==> src/rtl/ram_b_pkg.sv <==
// Shared constants for the data-RAM arbiter: default widths, depth and FSM state encoding.
package ram_b_pkg;

  localparam int DEF_ADDR_W = 20;
  localparam int DEF_DATA_W = 32;
  localparam int DEF_RAM_DW = 48;
  localparam int DEF_DEPTH  = 128;

  localparam logic [1:0] ST_IDLE  = 2'd0;
  localparam logic [1:0] ST_ISSUE = 2'd1;
  localparam logic [1:0] ST_RESP  = 2'd2;

  localparam int PORT_CPU  = 0;
  localparam int PORT_UART = 1;

endpackage

==> src/rtl/ram_b_arbiter_rr_arb2.sv <==
// Two-way round-robin pick: a lone requester wins, on contention the port that was not
// granted last time wins.
module rr_arb2 (
  input  logic [1:0] i_req,
  input  logic       i_last_gnt,
  output logic       o_any,
  output logic       o_id
);

  assign o_any = |i_req;
  assign o_id  = (i_req == 2'b11) ? ~i_last_gnt : i_req[1];

endmodule

==> src/rtl/ram_b_arbiter.sv <==
// Round-robin arbiter and access sequencer for the single-port data RAM shared by the CPU
// (port 0) and the UART writeback engine (port 1).
//
// state | meaning
// IDLE  | waiting for a request; winner's address/data/we registered onto the RAM port
// ISSUE | RAM samples the registered port at the closing edge; ram_we dropped
// RESP  | RAM read data valid; ack and rdata registered for the granted port
module ram_b_arbiter
  import ram_b_pkg::*;
#(
  parameter int ADDR_W = DEF_ADDR_W,
  parameter int DATA_W = DEF_DATA_W,
  parameter int RAM_DW = DEF_RAM_DW,
  parameter int DEPTH  = DEF_DEPTH
) (
  input  logic              i_clk,
  input  logic              i_rst,
  input  logic              i_req0,
  input  logic              i_req1,
  input  logic              i_we0,
  input  logic              i_we1,
  input  logic [ADDR_W-1:0] i_addr0,
  input  logic [ADDR_W-1:0] i_addr1,
  input  logic [DATA_W-1:0] i_wdata0,
  input  logic [DATA_W-1:0] i_wdata1,
  output logic              o_ack0,
  output logic              o_ack1,
  output logic [DATA_W-1:0] o_rdata,
  output logic              o_busy,
  output logic [ADDR_W-1:0] o_ram_addr,
  output logic [DATA_W-1:0] o_ram_din,
  output logic              o_ram_we,
  input  logic [RAM_DW-1:0] i_ram_dout
);

  logic [1:0]        r_state;
  logic              r_last_gnt;
  logic              r_gnt_id;
  logic              r_we;
  logic              r_inr;
  logic              r_ack0;
  logic              r_ack1;
  logic [DATA_W-1:0] r_rdata;
  logic [ADDR_W-1:0] r_ram_addr;
  logic [DATA_W-1:0] r_ram_din;
  logic              r_ram_we;

  logic              w_any;
  logic              w_id;
  logic              w_sel_we;
  logic [ADDR_W-1:0] w_sel_addr;
  logic [DATA_W-1:0] w_sel_wdata;
  logic              w_sel_inr;
  logic              w_unused_hi;

  rr_arb2 u_arb (
    .i_req      ({i_req1, i_req0}),
    .i_last_gnt (r_last_gnt),
    .o_any      (w_any),
    .o_id       (w_id)
  );

  assign w_sel_we    = w_id ? i_we1    : i_we0;
  assign w_sel_addr  = w_id ? i_addr1  : i_addr0;
  assign w_sel_wdata = w_id ? i_wdata1 : i_wdata0;
  assign w_sel_inr   = (w_sel_addr < ADDR_W'(DEPTH));

  // The RAM's upper read bits carry nothing for this bus.
  assign w_unused_hi = ^i_ram_dout[RAM_DW-1:DATA_W];

  always_ff @(posedge i_clk) begin
    if (i_rst) begin
      r_state    <= ST_IDLE;
      r_last_gnt <= 1'b1;
      r_gnt_id   <= 1'b0;
      r_we       <= 1'b0;
      r_inr      <= 1'b0;
      r_ack0     <= 1'b0;
      r_ack1     <= 1'b0;
      r_rdata    <= '0;
      r_ram_addr <= '0;
      r_ram_din  <= '0;
      r_ram_we   <= 1'b0;
    end else begin
      r_ack0   <= 1'b0;
      r_ack1   <= 1'b0;
      r_rdata  <= '0;
      r_ram_we <= 1'b0;
      case (r_state)
        ST_IDLE: begin
          if (w_any) begin
            r_ram_addr <= w_sel_addr;
            r_ram_din  <= w_sel_wdata;
            r_ram_we   <= w_sel_we & w_sel_inr;
            r_gnt_id   <= w_id;
            r_we       <= w_sel_we;
            r_inr      <= w_sel_inr;
            r_last_gnt <= w_id;
            r_state    <= ST_ISSUE;
          end
        end
        ST_ISSUE: r_state <= ST_RESP;
        ST_RESP: begin
          r_ack0  <= ~r_gnt_id;
          r_ack1  <= r_gnt_id;
          // Writes leave the RAM read bus floating, so only in-range reads forward it.
          r_rdata <= (!r_we && r_inr) ? i_ram_dout[DATA_W-1:0] : '0;
          r_state <= ST_IDLE;
        end
        default: r_state <= ST_IDLE;
      endcase
    end
  end

  assign o_ack0     = r_ack0;
  assign o_ack1     = r_ack1;
  assign o_rdata    = r_rdata;
  assign o_busy     = (r_state != ST_IDLE);
  assign o_ram_addr = r_ram_addr;
  assign o_ram_din  = r_ram_din;
  assign o_ram_we   = r_ram_we;

endmodule

==> config.mk <==
export PLATFORM = sky130hd
export DESIGN_NAME = ram_b_arbiter
export DESIGN_NICKNAME = d
export VERILOG_FILES = /design/src/rtl/ram_b_pkg.sv /design/src/rtl/ram_b_arbiter_rr_arb2.sv /design/src/rtl/ram_b_arbiter.sv
export SDC_FILE = /design/constraint.sdc
export NUM_CORES = 1
export LEC_CHECK = 0
export CAP_MARGIN = 5
export CORE_UTILIZATION = 33
export CTS_BUF_LIST = sky130_fd_sc_hd__clkbuf_4
export DETAILED_ROUTE_END_ITERATION = 10
export PLACE_DENSITY = 0.76
export SYNTH_ARGS = -nofsm -noshare
export SYNTH_HDL_FRONTEND = slang
export SYNTH_SLANG_ARGS = --single-unit
==> constraint.sdc <==
create_clock -name i_clk -period 1.35 [get_ports i_clk]
set_input_delay 0.3375 -clock i_clk [delete_from_list [all_inputs] [get_ports i_clk]]
set_output_delay 0.3375 -clock i_clk [all_outputs]
set_load 0.005 [all_outputs]
# ---- Word level (Yosys, flattened, before mapping)
# Cells that the tools add are included.
dict set report op_classes {
  order_cmp 1
  eq_ne 4
  muxes 6
  bitwise 7
  reduce_logical 9
}
# operator n
set op_table {}
lappend op_table {{$mux 32} 1}
lappend op_table {{$lt 20x8->1 const B} 1}
lappend op_table {{$mux 20} 1}
lappend op_table {{$not 1->1} 6}
lappend op_table {{$reduce_or 3->1} 2}
lappend op_table {{$eq 2x2->1 const B} 2}
lappend op_table {{$pmux 2 s2} 1}
lappend op_table {{$reduce_or 2->1} 2}
lappend op_table {{$eq 2x1->1 const B} 1}
lappend op_table {{$logic_not 2->1} 1}
lappend op_table {{$mux 1} 2}
lappend op_table {{$mux 2} 1}
lappend op_table {{$ne 2x1->1 const B} 1}
lappend op_table {{$reduce_and 2->1} 1}
lappend op_table {{$reduce_bool 2->1} 1}
lappend op_table {{$and 1x1->1} 1}
lappend op_table {{$logic_and 1x1->1} 1}
lappend op_table {{$logic_not 1->1} 1}
dict set report totals {
  reg_bits 93
  in_bits 158
  out_inout_bits 88
  elab_cells 38
}

# ---- Longest topological paths before layout
# Gate-level depths: netlist of run 1.
dict set report depth {
  depth_word 5
  ltp_mapped 6
  ltp_nobuf 4
}

# ---- Cells and area by module
# Synthesis of run 1 repeated with hierarchy kept, for this count alone.
dict set report hier_totals {
  cells_unflattened 346
  hier_area_um2 3662.3
}
# mod instances cells_each area_per_inst_um2 seq_area_each_um2
set modules_own_cells {}
lappend modules_own_cells {ram_b_arbiter 1 344 3648.5 1861.8}
lappend modules_own_cells {rr_arb2 1 2 13.8 0.0}

# ---- Worst setup path after synthesis of run 1
# Ideal clock, no wire load.
dict set report synth_timing {
  kind {input to register}
  startpoint {input i_rst}
  endpoint {register r_rdata[10], in the netlist o_rdata[10]}
  setup_time_ns 0.059
  arrival_ns 1.250
  required_time_ns 1.291
  slack_ns 0.042
  stages 4
  n_path_buf 1
  cell_sequence {or3b_1 > nor3b_2 > buf_2 > and2_1}
}
dict set report synth_via {
  elab_chain_cells 1
}
# element line
set synth_lines {}
lappend synth_lines {{start, declared} ram_b_arbiter.sv:17} ;# input logic i_rst,
lappend synth_lines {{$reduce_or 3->1 (no line)} -}
lappend synth_lines {{end signal, assigned} ram_b_arbiter.sv:107} ;# r_rdata <= (!r_we && r_inr) ? i_ram_dout[DATA_W-1:0] : '0;
lappend synth_lines {{end, declared} ram_b_arbiter.sv:43} ;# logic [DATA_W-1:0] r_rdata;
# Every way passes these cells.
# A chain may end at the register's enable or synchronous reset.

# ---- Worst setup path in the final report of run 1
dict set report layout_timing {
  startpoint {register r_state[1]}
  endpoint {register r_rdata[30], in the netlist o_rdata[30]}
}
dict set report layout_via {
  elab_chain_cells 3
}
# element line
set layout_lines {}
lappend layout_lines {{start, declared} ram_b_arbiter.sv:36} ;# logic [1:0] r_state;
lappend layout_lines {{start signal, assigned} ram_b_arbiter.sv:73} ;# r_state <= ST_IDLE;
lappend layout_lines {{start signal, assigned} ram_b_arbiter.sv:99} ;# r_state <= ST_ISSUE;
lappend layout_lines {{start signal, assigned} ram_b_arbiter.sv:102} ;# ST_ISSUE: r_state <= ST_RESP;
lappend layout_lines {{$eq 2x2->1} ram_b_arbiter.sv:89} ;# case (r_state)
lappend layout_lines {{$not 1->1 (no line)} -}
lappend layout_lines {{$reduce_or 3->1 (no line)} -}
# Every way passes these cells.

==> impl_metrics.py, run 1 <==
metrics = {
    "timing": {
        "setup_ws_ns": -0.1075,
        "fin_skew_ns": 0.009530,
        "fin_crit_ns": 1.457,
        "hold_viol": 0,
        "max_freq_mhz": 686.1,
        "max-slew-margin-rel_pct": 46.81,
        "rsz0062_at_grt": "true",
        "finalSetupViolations": 67,
        "min_period_over_period_pct": 108.0,
        "tightest_slew_ns": 0.7978,
        "final_max_slew_viol_count": 0,
    },
    "clock_network": {
        "cts_buffers": 9,
        "clk_latency_ns": 0.43,
        "htreeDepth": 3,
        "cts.sinks": 93,
        "clk_pin_slew_ns": 0.15,
        "clockBufferDepth": 2,
        "cts_hold_buffers": 0,
        "cts_root_buf": "clkbuf_4",
        "cts_tree": "built",
    },
    "worst_setup_path": {
        "r2r-end": "o_rdata[30]",
        "worstSetupStartpointType": "flip-flop",
        "crit_start": "r_state[1]",
        "r2r-start": "r_state[1]",
        "crit_type": "reg -> reg",
        "rrSetupSlack_ns": -0.11,
        "max_stage_delay_ns": 0.40,
        "worstPathCellList": "or3b_4 > nor3b_4 > buf_4 > buf_12 > and2_4",
        "crit_path_top_delay_cell": "or3b_4",
        "worst-path-stages": 5,
        "crit_buf_inv": 2,
        "crit_arrival_ns": 1.84,
        "end_kind": "flip-flop",
        "cp_top_family": "simple AND/OR/NAND/NOR gates",
        "ff2ff_path_depth": 5,
        "crit_fanout": 16,
        "required_ns": 1.73,
        "endpoint": "o_rdata[30]",
    },
    "placed_design": {
        "place_hpwl_um": 7825,
        "routabilityCongestion": 0.8195,
        "post-place-cells": 702,
        "dpl_worst_slack_ns": -0.5552,
        "numPortBuffers": 229,
    },
    "detailed_routing": {
        "drtIter0Drc": 101,
        "drtAntennaViolNets": 0,
        "drt-total-wl_um": 12440,
        "vias": 3624,
        "detail_route.vias_per_cell": 4.838,
        "routedWlPerCell_um": 16.61,
        "drcViolationCount": 0,
        "first_pass_iters": 4,
    },
    "cells_and_area": {
        "finalNetCount": 766,
        "n_antenna_cell": 0,
        "fin_cells": 749,
        "drive_gt1_share_pct": 44.54,
        "post-route-util_pct": 64.27,
        "area_growth_pct": 88.63,
    },
    "hold_path": {
        "min_path_type": "in -> reg",
    },
    "grt": {
        "antenna_found_initial": 0,
        "grt_pass1_wl_um": 18200,
        "grt_pass1_vias": 3657,
        "grt-ovfl-total": 0,
        "grt_max_degree": 59,
        "grt_usage_pct": 20.82,
    },
    "synthesis": {
        "synthCells": 344,
        "synth-seq-area-share_pct": 52.69,
        "syn_area_um2": 3533,
        "synth.avg_cell_area_um2": 10.27,
        "ys_types": 24,
        "syn_nets": 502,
        "ys_ff_latch": 93,
        "yosysWarnings": 0,
    },
    "power": {
        "power.density_nw_per_um2": 1039,
        "combPwrFrac_pct": 27.4,
        "switching_power_mw": 1.854,
        "p_seq_share_pct": 44.6,
        "static-leakage-power_nw": 2.844,
        "peakVddDrop_mv": 0.5531,
        "power.total_mw": 6.926,
        "power.share.clock_pct": 28.0,
        "switching_share_pct": 26.76,
        "internal_power_mw": 5.072,
    },
    "outcome": {
        "status": "finished with violations",
        "violations": "setup timing",
    },
    "floorplan": {
        "start_util_pct": 34.07,
        "pin_count": 246,
        "fp.coreArea_um2": 10370,
        "die_h_um": 105.5,
        "die_x_um": 105.5,
        "fp-row-count": 37,
        "die_area_um2": 11130,
    },
    "job": {
        "maxCapViolCount": 0,
    },
}
## worst min-delay path, delay by kind of cell
family | cells | cell delay [ns]
buf+inv | 2 | 0.21
simple gates | 2 | 0.17
## cells in the final DEF, fill, tap and decap left out, types with 2 or more instances in the layout
| cell type | instances |
|---|---|
| nor4_1 | 4 |
| mux2i_2 | 10 |
| inv_1 | 2 |
| and4_1 | 2 |
| clkbuf_2 | 29 |
| clkdlybuf4s50_1 | 138 |
| a211oi_1 | 29 |
| buf_2 | 59 |
| dfxtp_2 | 72 |
| buf_12 | 7 |
| clkbuf_4 | 9 |
| nand2_1 | 3 |
| mux2i_1 | 41 |
| buf_4 | 27 |
| clkinvlp_4 | 2 |
| nor3_1 | 2 |
| dfxtp_1 | 20 |
| and2_1 | 30 |
| clkbuf_16 | 4 |
| nor2_1 | 59 |
| dlygate4sd2_1 | 2 |
| buf_6 | 4 |
| buf_16 | 8 |
| mux2i_4 | 3 |
| a211oi_2 | 25 |
| nand3b_1 | 2 |
| and2_4 | 2 |
| bufinv_16 | 3 |
## stage by stage
step / setup TNS [ns] / area, um2 / hold slack [ns]
finish: -3.429 / 6665 / 0.3041
detailed placement: -32.54 / 6100 / 0.4274
global route: -9.678 / 6665 / 0.2674
CTS: -2.594 / 6509 / 0.2740
floorplan: 0 / 3533 / 0.4126
global placement: -31.12 / 6100 / 0.4204
## sequential cells by signal (all words and copies together) (netlist names)
signal / flops
r_we: 1
r_state: 2
o_ram_we: 1
o_ram_addr: 20
o_ram_din: 32
r_gnt_id: 1
o_rdata: 32
r_last_gnt: 1
o_ack0: 1
r_inr: 1
o_ack1: 1
## routing by layer
layer / global-route usage, % / routed length (um) / vias up
met5: 0 / 0 / -
met4: 8.350 / 312 / 0
met3: 4.267 / 759 / 24
met2: 38.02 / 6380 / 154
met1: 23.51 / 4989 / 1711
li1: - / - / 1735
## power groups by stage
stage | registers (mW) | logic (mW) | clock network [mW]
4_1_cts | 3.09 | 1.70 | 1.99
5_1_grt | 3.12 | 2.02 | 2.11
6_report | 3.09 | 1.90 | 1.94
2_1_floorplan | 3.12 | 0.560 | 0
3_3_place_gp | 3.11 | 1.54 | 0
3_5_place_dp | 3.12 | 1.57 | 0
## synthesized netlist by cell type
cell | n | share of area [%]
nor4_1 | 4 | 0.71
a21oi_1 | 1 | 0.14
clkbuf_1 | 10 | 1.1
inv_1 | 2 | 0.21
o21a_1 | 1 | 0.21
nand3b_1 | 2 | 0.42
or3b_1 | 1 | 0.25
nand2_1 | 3 | 0.32
a21boi_0 | 1 | 0.21
o21ai_0 | 1 | 0.14
dfxtp_1 | 93 | 53
nand3_1 | 1 | 0.14
mux2i_1 | 54 | 15
nor3b_1 | 1 | 0.21
nor3b_2 | 1 | 0.35
and2_1 | 32 | 5.7
and4_1 | 2 | 0.50
buf_2 | 13 | 1.8
a21boi_2 | 1 | 0.32
nor2_1 | 60 | 6.4
a211oi_1 | 54 | 11
nor3_1 | 2 | 0.28
buf_4 | 1 | 0.21
buf_6 | 3 | 0.96
## timing repair
action / 4_1_cts / 5_1_grt
setup buffers: 15 / 4
cloned: 8 / 6
pin swaps: 11 / 13
setup endpoints to repair: 160 / 121
resized for setup: 370 / 87
## layout make-up
cell class	count	area (um2)
Timing Repair Buffer	280	2590
Clock buffer	9	67.56
Sequential cell	93	1956
Tap cell	136	170.2
Multi-Input combinational cell	222	1752
Fill cell	867	3705
Clock inverter	7	122.6
Inverter	2	7.507
## cell families after synthesis
logic type             synth area share (%)
muxes                                 15.30
and+or+nand+nor                       15.23
AOI/OAI and AO/OA                     12.50
DFF                                   52.69
buffers and inverters                 4.285
## worst min path at each step
stage	start	endpoint	slack, ns	depth (start not counted)
2_1_floorplan	r_state[1]	r_state[1]	0.41	1
3_3_place_gp	r_state[1]	r_state[1]	0.42	1
3_5_place_dp	r_gnt_id	o_ack0	0.43	1
4_1_cts	i_rst	o_ack0	0.27	4
5_1_grt	i_rst	o_ack1	0.27	4
6_report	i_rst	o_ack1	0.30	4
No activity file was read; power rests on OpenSTA's default activity.
==> run 2, diff against run 1 <==
CORE_MARGIN = 4   (was unset)
PLACE_DENSITY = 0.75   (was 0.76)
SKIP_CTS_REPAIR_TIMING = 1   (was unset)
SYNTH_HIERARCHICAL = 1   (was unset)
==> run 2 against run 1 <==
Against the previous run: the flow still finishes with violations (setup timing); via count down 4.2%; die area grew 15%; setup slack lost 0.0017 ns; clock power fell by 23%; non-clock buffer count shrank 12; sequential power is essentially flat; maximum frequency shrank 0.12%; combinational power about the same; critical path type unchanged; critical endpoint is now o_ram_addr[9]; highest routed layer unchanged.
==> impl_metrics.py, run 2 <==
metrics = {
    "job": {
        "maxCapViolCount": 0,
    },
    "cells_and_area": {
        "fin_cells": 742,
        "layout_commonest_cell": "clkdlybuf4s50_1",
        "finalNetCount": 755,
        "fillerInstances": 832,
        "post-route-util_pct": 65.45,
        "n_antenna_cell": 0,
        "layout_common_cells": "138 x clkdlybuf4s50_1, 90 x dlymetal6s2s_1, 63 x dfxtp_2, 57 x nor2_1, 35 x mux2i_1",
        "drive_gt1_share_pct": 28.74,
        "area_growth_pct": 93.75,
    },
    "floorplan": {
        "die_h_um": 113.3,
        "start_util_pct": 33.78,
        "fp-row-count": 38,
        "pin_count": 246,
        "die_x_um": 113.3,
        "fp.coreArea_um2": 10840,
        "die_area_um2": 12850,
    },
    "detailed_routing": {
        "drtAntennaViolNets": 0,
        "drt-total-wl_um": 12720,
        "detail_route.vias_per_cell": 4.678,
        "first_pass_iters": 4,
        "vias": 3471,
        "drcViolationCount": 0,
        "drtIter0Drc": 140,
        "routedWlPerCell_um": 17.14,
    },
    "synthesis": {
        "synthSimpleGateAreaFrac_pct": 14.69,
        "synthTopCellsByCount": "93 x dfxtp_1, 57 x nor2_1, 53 x mux2i_1",
        "synth.avg_cell_area_um2": 10.58,
        "synthMuxAreaShare_pct": 14.49,
        "yosysWarnings": 6,
        "synth-xor-area-share_pct": 0,
        "synthAdderAreaFrac_pct": 0,
        "synth_compound_area_share_pct": 14.62,
        "ys_types": 27,
        "yosysTopAreaCellShare_pct": 50.84,
        "ys_ff_latch": 93,
        "synth_most_common_cell": "dfxtp_1",
        "yosysTopAreaCell": "dfxtp_1",
        "synth_top_family_by_area": "simple AND/OR/NAND/NOR gates",
        "async_flop_share_pct": 0,
        "synthFlopType": "dfxtp_1",
        "synthCells": 346,
        "synth-seq-area-share_pct": 50.84,
        "synthTopCellsByArea": "dfxtp_1 51%, mux2i_1 14%, a211oi_2 6.8%",
        "synth_edf_count": 0,
        "syn_nets": 504,
        "syn_area_um2": 3662,
    },
    "placed_design": {
        "routabilityCongestion": 0.8461,
        "numPortBuffers": 229,
        "place_hpwl_um": 8622,
        "post-place-cells": 710,
    },
    "timing": {
        "min_period_over_period_pct": 108.1,
        "fin_crit_ns": 1.459,
        "max_freq_mhz": 685.3,
        "fin_skew_ns": 0.01553,
        "final_max_slew_viol_count": 0,
        "finalSetupViolations": 40,
        "tightest_slew_ns": 0.4937,
        "hold_viol": 0,
        "rsz0062_at_grt": "true",
        "max-slew-margin-rel_pct": 66.78,
        "setup_ws_ns": -0.1092,
    },
    "grt": {
        "grt_usage_pct": 16.79,
        "grt_max_degree": 41,
        "antenna_found_initial": 0,
        "grt_pass1_wl_um": 17340,
        "grt_pass1_vias": 3503,
        "grt-ovfl-total": 0,
    },
    "power": {
        "peakVddDrop_mv": 0.5183,
        "static-leakage-power_nw": 4.019,
        "power.density_nw_per_um2": 907.1,
    },
    "clock_network": {
        "cts_root_buf": "clkbuf_4",
        "clockBufferDepth": 2,
        "htreeDepth": 3,
        "cts_buffers": 9,
        "cts.sinks": 93,
        "cts_tree": "built",
        "clk_pin_slew_ns": 0.15,
        "clk_latency_ns": 0.42,
    },
    "worst_setup_path": {
        "crit_type": "reg -> reg",
        "end_kind": "flip-flop",
        "worstSetupStartpointType": "flip-flop",
        "rrSetupSlack_ns": -0.11,
        "crit_fanout": 6,
        "crit_arrival_ns": 1.79,
        "required_ns": 1.68,
    },
    "outcome": {
        "status": "finished with violations",
        "violations": "setup timing",
    },
    "hold_path": {
        "min_path_type": "in -> reg",
    },
}
## run 2: worst max-delay path, cell delays in order, from the launching register on
cell and delay [ns]:
dfxtp_4 0.39, a21boi_4 0.29, buf_6 0.19, buf_8 0.15
mux2i_2 0.25, a211oi_2 0.09
## run 2: stage by stage
stage	setup WS [ns]	power, mW	setup TNS, ns	hold slack (ns)	area, um2
6_report	-0.1092	6.436	-2.559	0.2568	7096
5_1_grt	-0.2251	6.756	-5.142	0.2569	7096
4_1_cts	-0.4710	6.245	-32.28	0.2290	6326
3_5_place_dp	-0.6314	4.748	-31.17	0.4347	6192
3_3_place_gp	-0.5999	4.711	-30.11	0.4266	6192
2_1_floorplan	0.00003653	3.779	0	0.4056	3676
## run 2: final cells by class
cell class | instances | area [um2] | share of cell area [%]
timing repair buffer | 268 | 3000 | 42.29
sequential | 93 | 1944 | 27.40
multi-input combinational | 223 | 1834 | 25.85
tap | 140 | 175.2 | 2.469
clock buffer | 9 | 67.56 | 0.9522
clock inverter | 7 | 66.31 | 0.9346
inverter | 2 | 7.507 | 0.1058
## run 2: metal layers
layer,track usage (%),up-vias,wire length (um)
li1,-,1718,-
met1,18.69,1584,4996
met2,29.46,150,6503
met3,5.348,19,938
met4,7.051,0,279
met5,0,-,0
## run 2: kinds of logic (layout without fill, tap and decap cells)
| kind of cell | count (synthesis) | in the layout |
|---|---|---|
| buffers and inverters | 31 | 286 |
| and+or+nand+nor | 110 | 110 |
| muxes | 53 | 53 |
| DFF | 93 | 93 |
| AOI/OAI and AO/OA | 59 | 60 |
## run 2: worst paths after layout
kind,endpoint,depth (start not counted),from
worst max register to register,o_ram_addr[9],5,r_last_gnt
worst max-delay path,o_ram_addr[9],5,r_last_gnt
worst min register to register,o_ack0,1,r_gnt_id
worst min-delay path,o_ram_we,3,i_rst
## run 2: power by group
group / switching (mW) / internal, mW
Sequential: 0.102 / 2.97
Combinational: 0.730 / 1.14
Clock: 0.939 / 0.553
Total: 1.77 / 4.67
==> run 3, diff against run 2 <==
ABC_CLOCK_PERIOD_IN_PS = 1350   (was unset)
CELL_PAD_IN_SITES_DETAIL_PLACEMENT = 0   (was unset)
CELL_PAD_IN_SITES_GLOBAL_PLACEMENT = 2   (was unset)
CORE_UTILIZATION = 18   (was 33)
PLACE_DENSITY = 0.74   (was 0.75)
==> run 3 against run 2 <==
Against the previous run: utilization shrank 29 points; routed wire length grew 10%; sequential share of layout area decreased by 0.32 points; register-to-register slack barely moved; worst hold slack got worse by 0.036 ns; die area rose by 77%; highest routed layer is now met5; the run still ends with setup timing left; critical path type unchanged.
==> impl_metrics.py, run 3 (synthesis gave the netlist of run 2 again) <==
metrics = {
    "clock_network": {
        "clockBufferDepth": 2,
        "clk_pin_slew_ns": 0.18,
        "htreeDepth": 3,
        "cts_root_buf": "clkbuf_4",
        "clk_latency_ns": 0.47,
        "cts_tree": "built",
        "cts.sinks": 93,
        "cts_buffers": 9,
    },
    "placed_design": {
        "place_hpwl_um": 9491,
        "routabilityCongestion": 0.7250,
        "numPortBuffers": 229,
        "place_area_um2": 6374,
    },
    "cells_and_area": {
        "layout_common_cells": "138 x clkdlybuf4s50_1, 74 x dfxtp_2, 57 x nor2_1, 44 x buf_6, 39 x clkbuf_2",
        "finalNetCount": 769,
        "fillerInstances": 1954,
        "n_antenna_cell": 0,
        "area_growth_pct": 97.40,
        "multi_input_area_um2": 1894,
        "fin_area_um2": 7229,
        "drive_gt1_share_pct": 47.89,
        "layout_commonest_cell": "clkdlybuf4s50_1",
        "regArea_um2": 1958,
    },
    "detailed_routing": {
        "drtAntennaViolNets": 0,
        "drcViolationCount": 0,
        "detail_route.vias_per_cell": 4.048,
        "routedWlPerCell_um": 15.92,
        "drtIter0Drc": 82,
        "vias": 3566,
        "first_pass_iters": 4,
        "drt-total-wl_um": 14030,
    },
    "grt": {
        "antenna_found_initial": 1,
        "grt_usage_pct": 10.36,
        "grt_max_degree": 40,
        "grt_pass1_wl_um": 18310,
        "grt-ovfl-total": 0,
        "grt_pass1_vias": 3523,
    },
    "power": {
        "power.density_nw_per_um2": 929.8,
        "peakVddDrop_mv": 0.3899,
        "power.total_mw": 6.722,
        "static-leakage-power_nw": 2.954,
    },
    "floorplan": {
        "die_x_um": 150.6,
        "pin_count": 246,
        "fp-row-count": 51,
        "start_util_pct": 18.57,
        "die_area_um2": 22690,
        "die_h_um": 150.6,
        "fp.coreArea_um2": 19720,
    },
    "worst_setup_path": {
        "required_ns": 1.70,
        "worstSetupStartpointType": "flip-flop",
        "crit_type": "reg -> reg",
        "end_kind": "flip-flop",
        "crit_fanout": 5,
        "crit_arrival_ns": 1.81,
    },
    "timing": {
        "rsz0062_at_grt": "true",
        "max-slew-margin-rel_pct": 68.50,
        "tightest_slew_ns": 0.4682,
        "setup_ws_ns": -0.1086,
        "max_freq_mhz": 685.6,
        "finalSetupViolations": 47,
        "hold_viol": 0,
        "fin_skew_ns": 0.01748,
        "final_max_slew_viol_count": 0,
        "fin_crit_ns": 1.459,
        "min_period_over_period_pct": 108.0,
    },
    "outcome": {
        "violations": "setup timing",
        "status": "finished with violations",
    },
    "hold_path": {
        "min_path_type": "in -> reg",
    },
    "job": {
        "maxCapViolCount": 0,
    },
}
-- run 3: cell count changes in the layout (fill, tap and decap cells not counted), sizes merged --
| cell | delta |
|---|---|
| clkinv | -2 |
| clkinvlp | -2 |
| dlymetal6s2s | -86 |
| bufinv | -1 |
| clkbuf | +42 |
| buf | +58 |
| inv | +5 |
-- run 3: worst paths after layout --
path                            cells past startpoint  slack (ns)            end       start
worst min register to register                      1        0.45         o_ack0    r_gnt_id
worst min-delay path                                4        0.22         o_ack0       i_rst
worst max register to register                      6       -0.11  o_ram_din[18]  r_last_gnt
worst max-delay path                                6       -0.11  o_ram_din[18]  r_last_gnt
-- run 3: power breakdown --
part | switching [mW] | internal, mW
combinational | 0.789 | 1.29
clock | 1.10 | 0.426
sequential | 0.133 | 2.98
total | 2.02 | 4.70
-- run 3: per-layer routing --
metal,share of wire (%),GRT usage [%],up-vias
met2,49,18.08,143
met4,1.4,2.992,2
met5,0.11,0,-
met1,41,11.28,1661
met3,9.0,4.786,18
li1,-,-,1742
-- run 3: final cells by class --
cell class / count / share of cell area [%]
timing repair buffer: 282 / 40.22
clock buffer: 9 / 0.9346
inverter: 2 / 0.1038
tap: 265 / 4.586
clock inverter: 7 / 0.8654
multi-input combinational: 223 / 26.20
sequential: 93 / 27.09
-- run 3: critical path: stages (launching register included) --
cell and delay (ns):
dfxtp_4 0.40, a21boi_4 0.20, buf_12 0.13, clkbuf_16 0.14, buf_16 0.14, mux2i_2 0.23
a211oi_1 0.09
-- run 3: metrics by stage --
stage | TNS (ns) | setup WS [ns] | hold slack (ns) | std cells | utilization (%)
after floorplan | 0 | 0.00003653 | 0.4056 | 346 | -
after global placement | -29.70 | -0.5779 | 0.4369 | 835 | 32.32
after detailed placement | -30.18 | -0.6070 | 0.4352 | 835 | 32.32
after CTS | -37.06 | -0.5433 | 0.1605 | 851 | 32.98
after global routing | -6.431 | -0.2119 | 0.1867 | 881 | 36.66
final | -2.366 | -0.1086 | 0.2213 | 881 | 36.66
==> edit: new RTL, settings of run 2 <==
Change the package constant `DEF_DATA_W` from 32 to 36.
--- a/src/rtl/ram_b_pkg.sv
+++ b/src/rtl/ram_b_pkg.sv
@@ -3,5 +3,5 @@
 
   localparam int DEF_ADDR_W = 20;
-  localparam int DEF_DATA_W = 32;
+  localparam int DEF_DATA_W = 36;
   localparam int DEF_RAM_DW = 48;
   localparam int DEF_DEPTH  = 128;
Interface: changed (resized i_wdata0, i_wdata1, o_ram_din and o_rdata); port bits go from 246 to 262. No check against the original RTL was run, so the function may have changed too.
==> edit against run 2 <==
  * The flow still finishes with violations (negative setup slack)
  * Count of clock-buffer cells in the layout is the same
  * Setup slack gained 0.0017 ns
  * Sequential share of layout area grew 0.74 points
  * Final area grew 6.3%
  * Critical path depth shrank 2
  * Sequential cell count grew 8
  * Synthesized area grew 10%
  * Routed wire length grew 16%
  * Power grew 13%
==> edit: results (changes against run 2) <==
critical-path maximum fanout 3 (was 6); DR iter-0 viols 143 (was 140); fillcell total 979 (was 832); failing checks negative setup slack (unchanged); Crit path largest cell delay 0.37 ns (was 0.39 ns); endpoints failing setup 29 (was 40); CP max stage cell dfxtp_2 (was dfxtp_4); share of cells above drive strength 1 0.4917 (was 0.2874); Vias 3928 (was 3471); met2 Use GR 0.2931 (was 0.2946); clk slew on worst S/H paths 0.17 ns (was 0.15 ns); largest net degree at the start of global routing 61 (was 41); run status complete, but fails checks (unchanged); RePlAce Congestion 0.7486 (was 0.8461); first-pass GRT wire length 19190 um (was 17340 um); Static Leak 3.203 nW (was 4.019 nW); sequential area share after synthesis 0.5008 (was 0.5084); relative slew slack 0.6847 (was 0.6678); Synth top cells by count dfxtp_1, nor2_1, mux2i_1, a211oi_2, and2_1 (was dfxtp_1, nor2_1, mux2i_1, a211oi_1, and2_1); vias in the first global route 3782 (was 3503); HPWL reported at the end of detailed placement 9494 um (was 8622 um); r2r worst-path depth 6 (was 5); met3 usage 0.05072 (was 0.05348); Final WS setup -0.1075 ns (was -0.1092 ns); # port buffers 249 (was 229); GR Util met1 0.1931 (was 0.1869); Metal-1 WL 5888 um (was 4996 um); Critical Path AT 1.12 ns (was 1.79 ns); Final #Nets 820 (was 755); top post-synthesis cells by area dfxtp_1, mux2i_1, a211oi_2 (unchanged); GRT Util Overall 0.1698 (was 0.1679); Placed Area 0.006738 mm2 (was 0.006192 mm2); met3 wire len 915 um (was 938 um); met2 wire len 7695 um (was 6503 um); skew final 0.01794 ns (was 0.01553 ns)
edit: cell types whose count changed after synthesis, moves of 3 or more:
cell / before / now
a211oi_1: 33 / 17
a211oi_2: 20 / 40
and2_1: 33 / 37
buf_4: 6 / 3
dfxtp_1: 93 / 101
mux2i_1: 53 / 57
nor2_1: 57 / 61
edit: kinds of logic after synthesis:
family / share of synthesized area
compound gates: 0.1649
buf+inv: 0.04834
simple gates: 0.1447
flops: 0.5008
mux: 0.1413
edit: final cells by class:
cell class | count | area (um2) | share of cell area
Clock buffer | 9 | 67.56 | 0.008954
Sequential cell | 101 | 2123 | 0.2814
Multi-Input combinational cell | 238 | 2143 | 0.2840
Inverter | 2 | 7.507 | 0.0009949
Timing Repair Buffer | 302 | 2932 | 0.3885
Clock inverter | 7 | 88.84 | 0.01177
Tap cell | 147 | 183.9 | 0.02437
edit: stage by stage:
step / setup WS (ns) / instances / TNS (ns)
2_1_floorplan: 0.004836 / 371 / 0
3_3_place_gp: -0.6340 / 757 / -33.85
3_5_place_dp: -0.7280 / 757 / -35.94
4_1_cts: -0.5683 / 773 / -44.36
5_1_grt: -0.1737 / 806 / -4.269
6_report: -0.1075 / 806 / -1.673
edit: tightest hold or removal path, cell delays in order:
cell and delay (ns):
buf_4 0.13, nor2_4 0.04, nand2_2 0.08, nor2_1 0.04
edit: worst paths after layout:
check	slack (ns)	startpoint	endpoint
setup reg to reg	-0.11	r_last_gnt	o_ram_din[31]
hold reg to reg	0.46	r_gnt_id	o_ack0
setup / recovery	-0.11	r_state[0]	o_busy
hold / removal	0.19	i_rst	o_ack0
edit: power breakdown:
part	internal (mW)	switching, mW
logic	1.33	0.905
clock network	0.465	1.23
registers	3.23	0.124
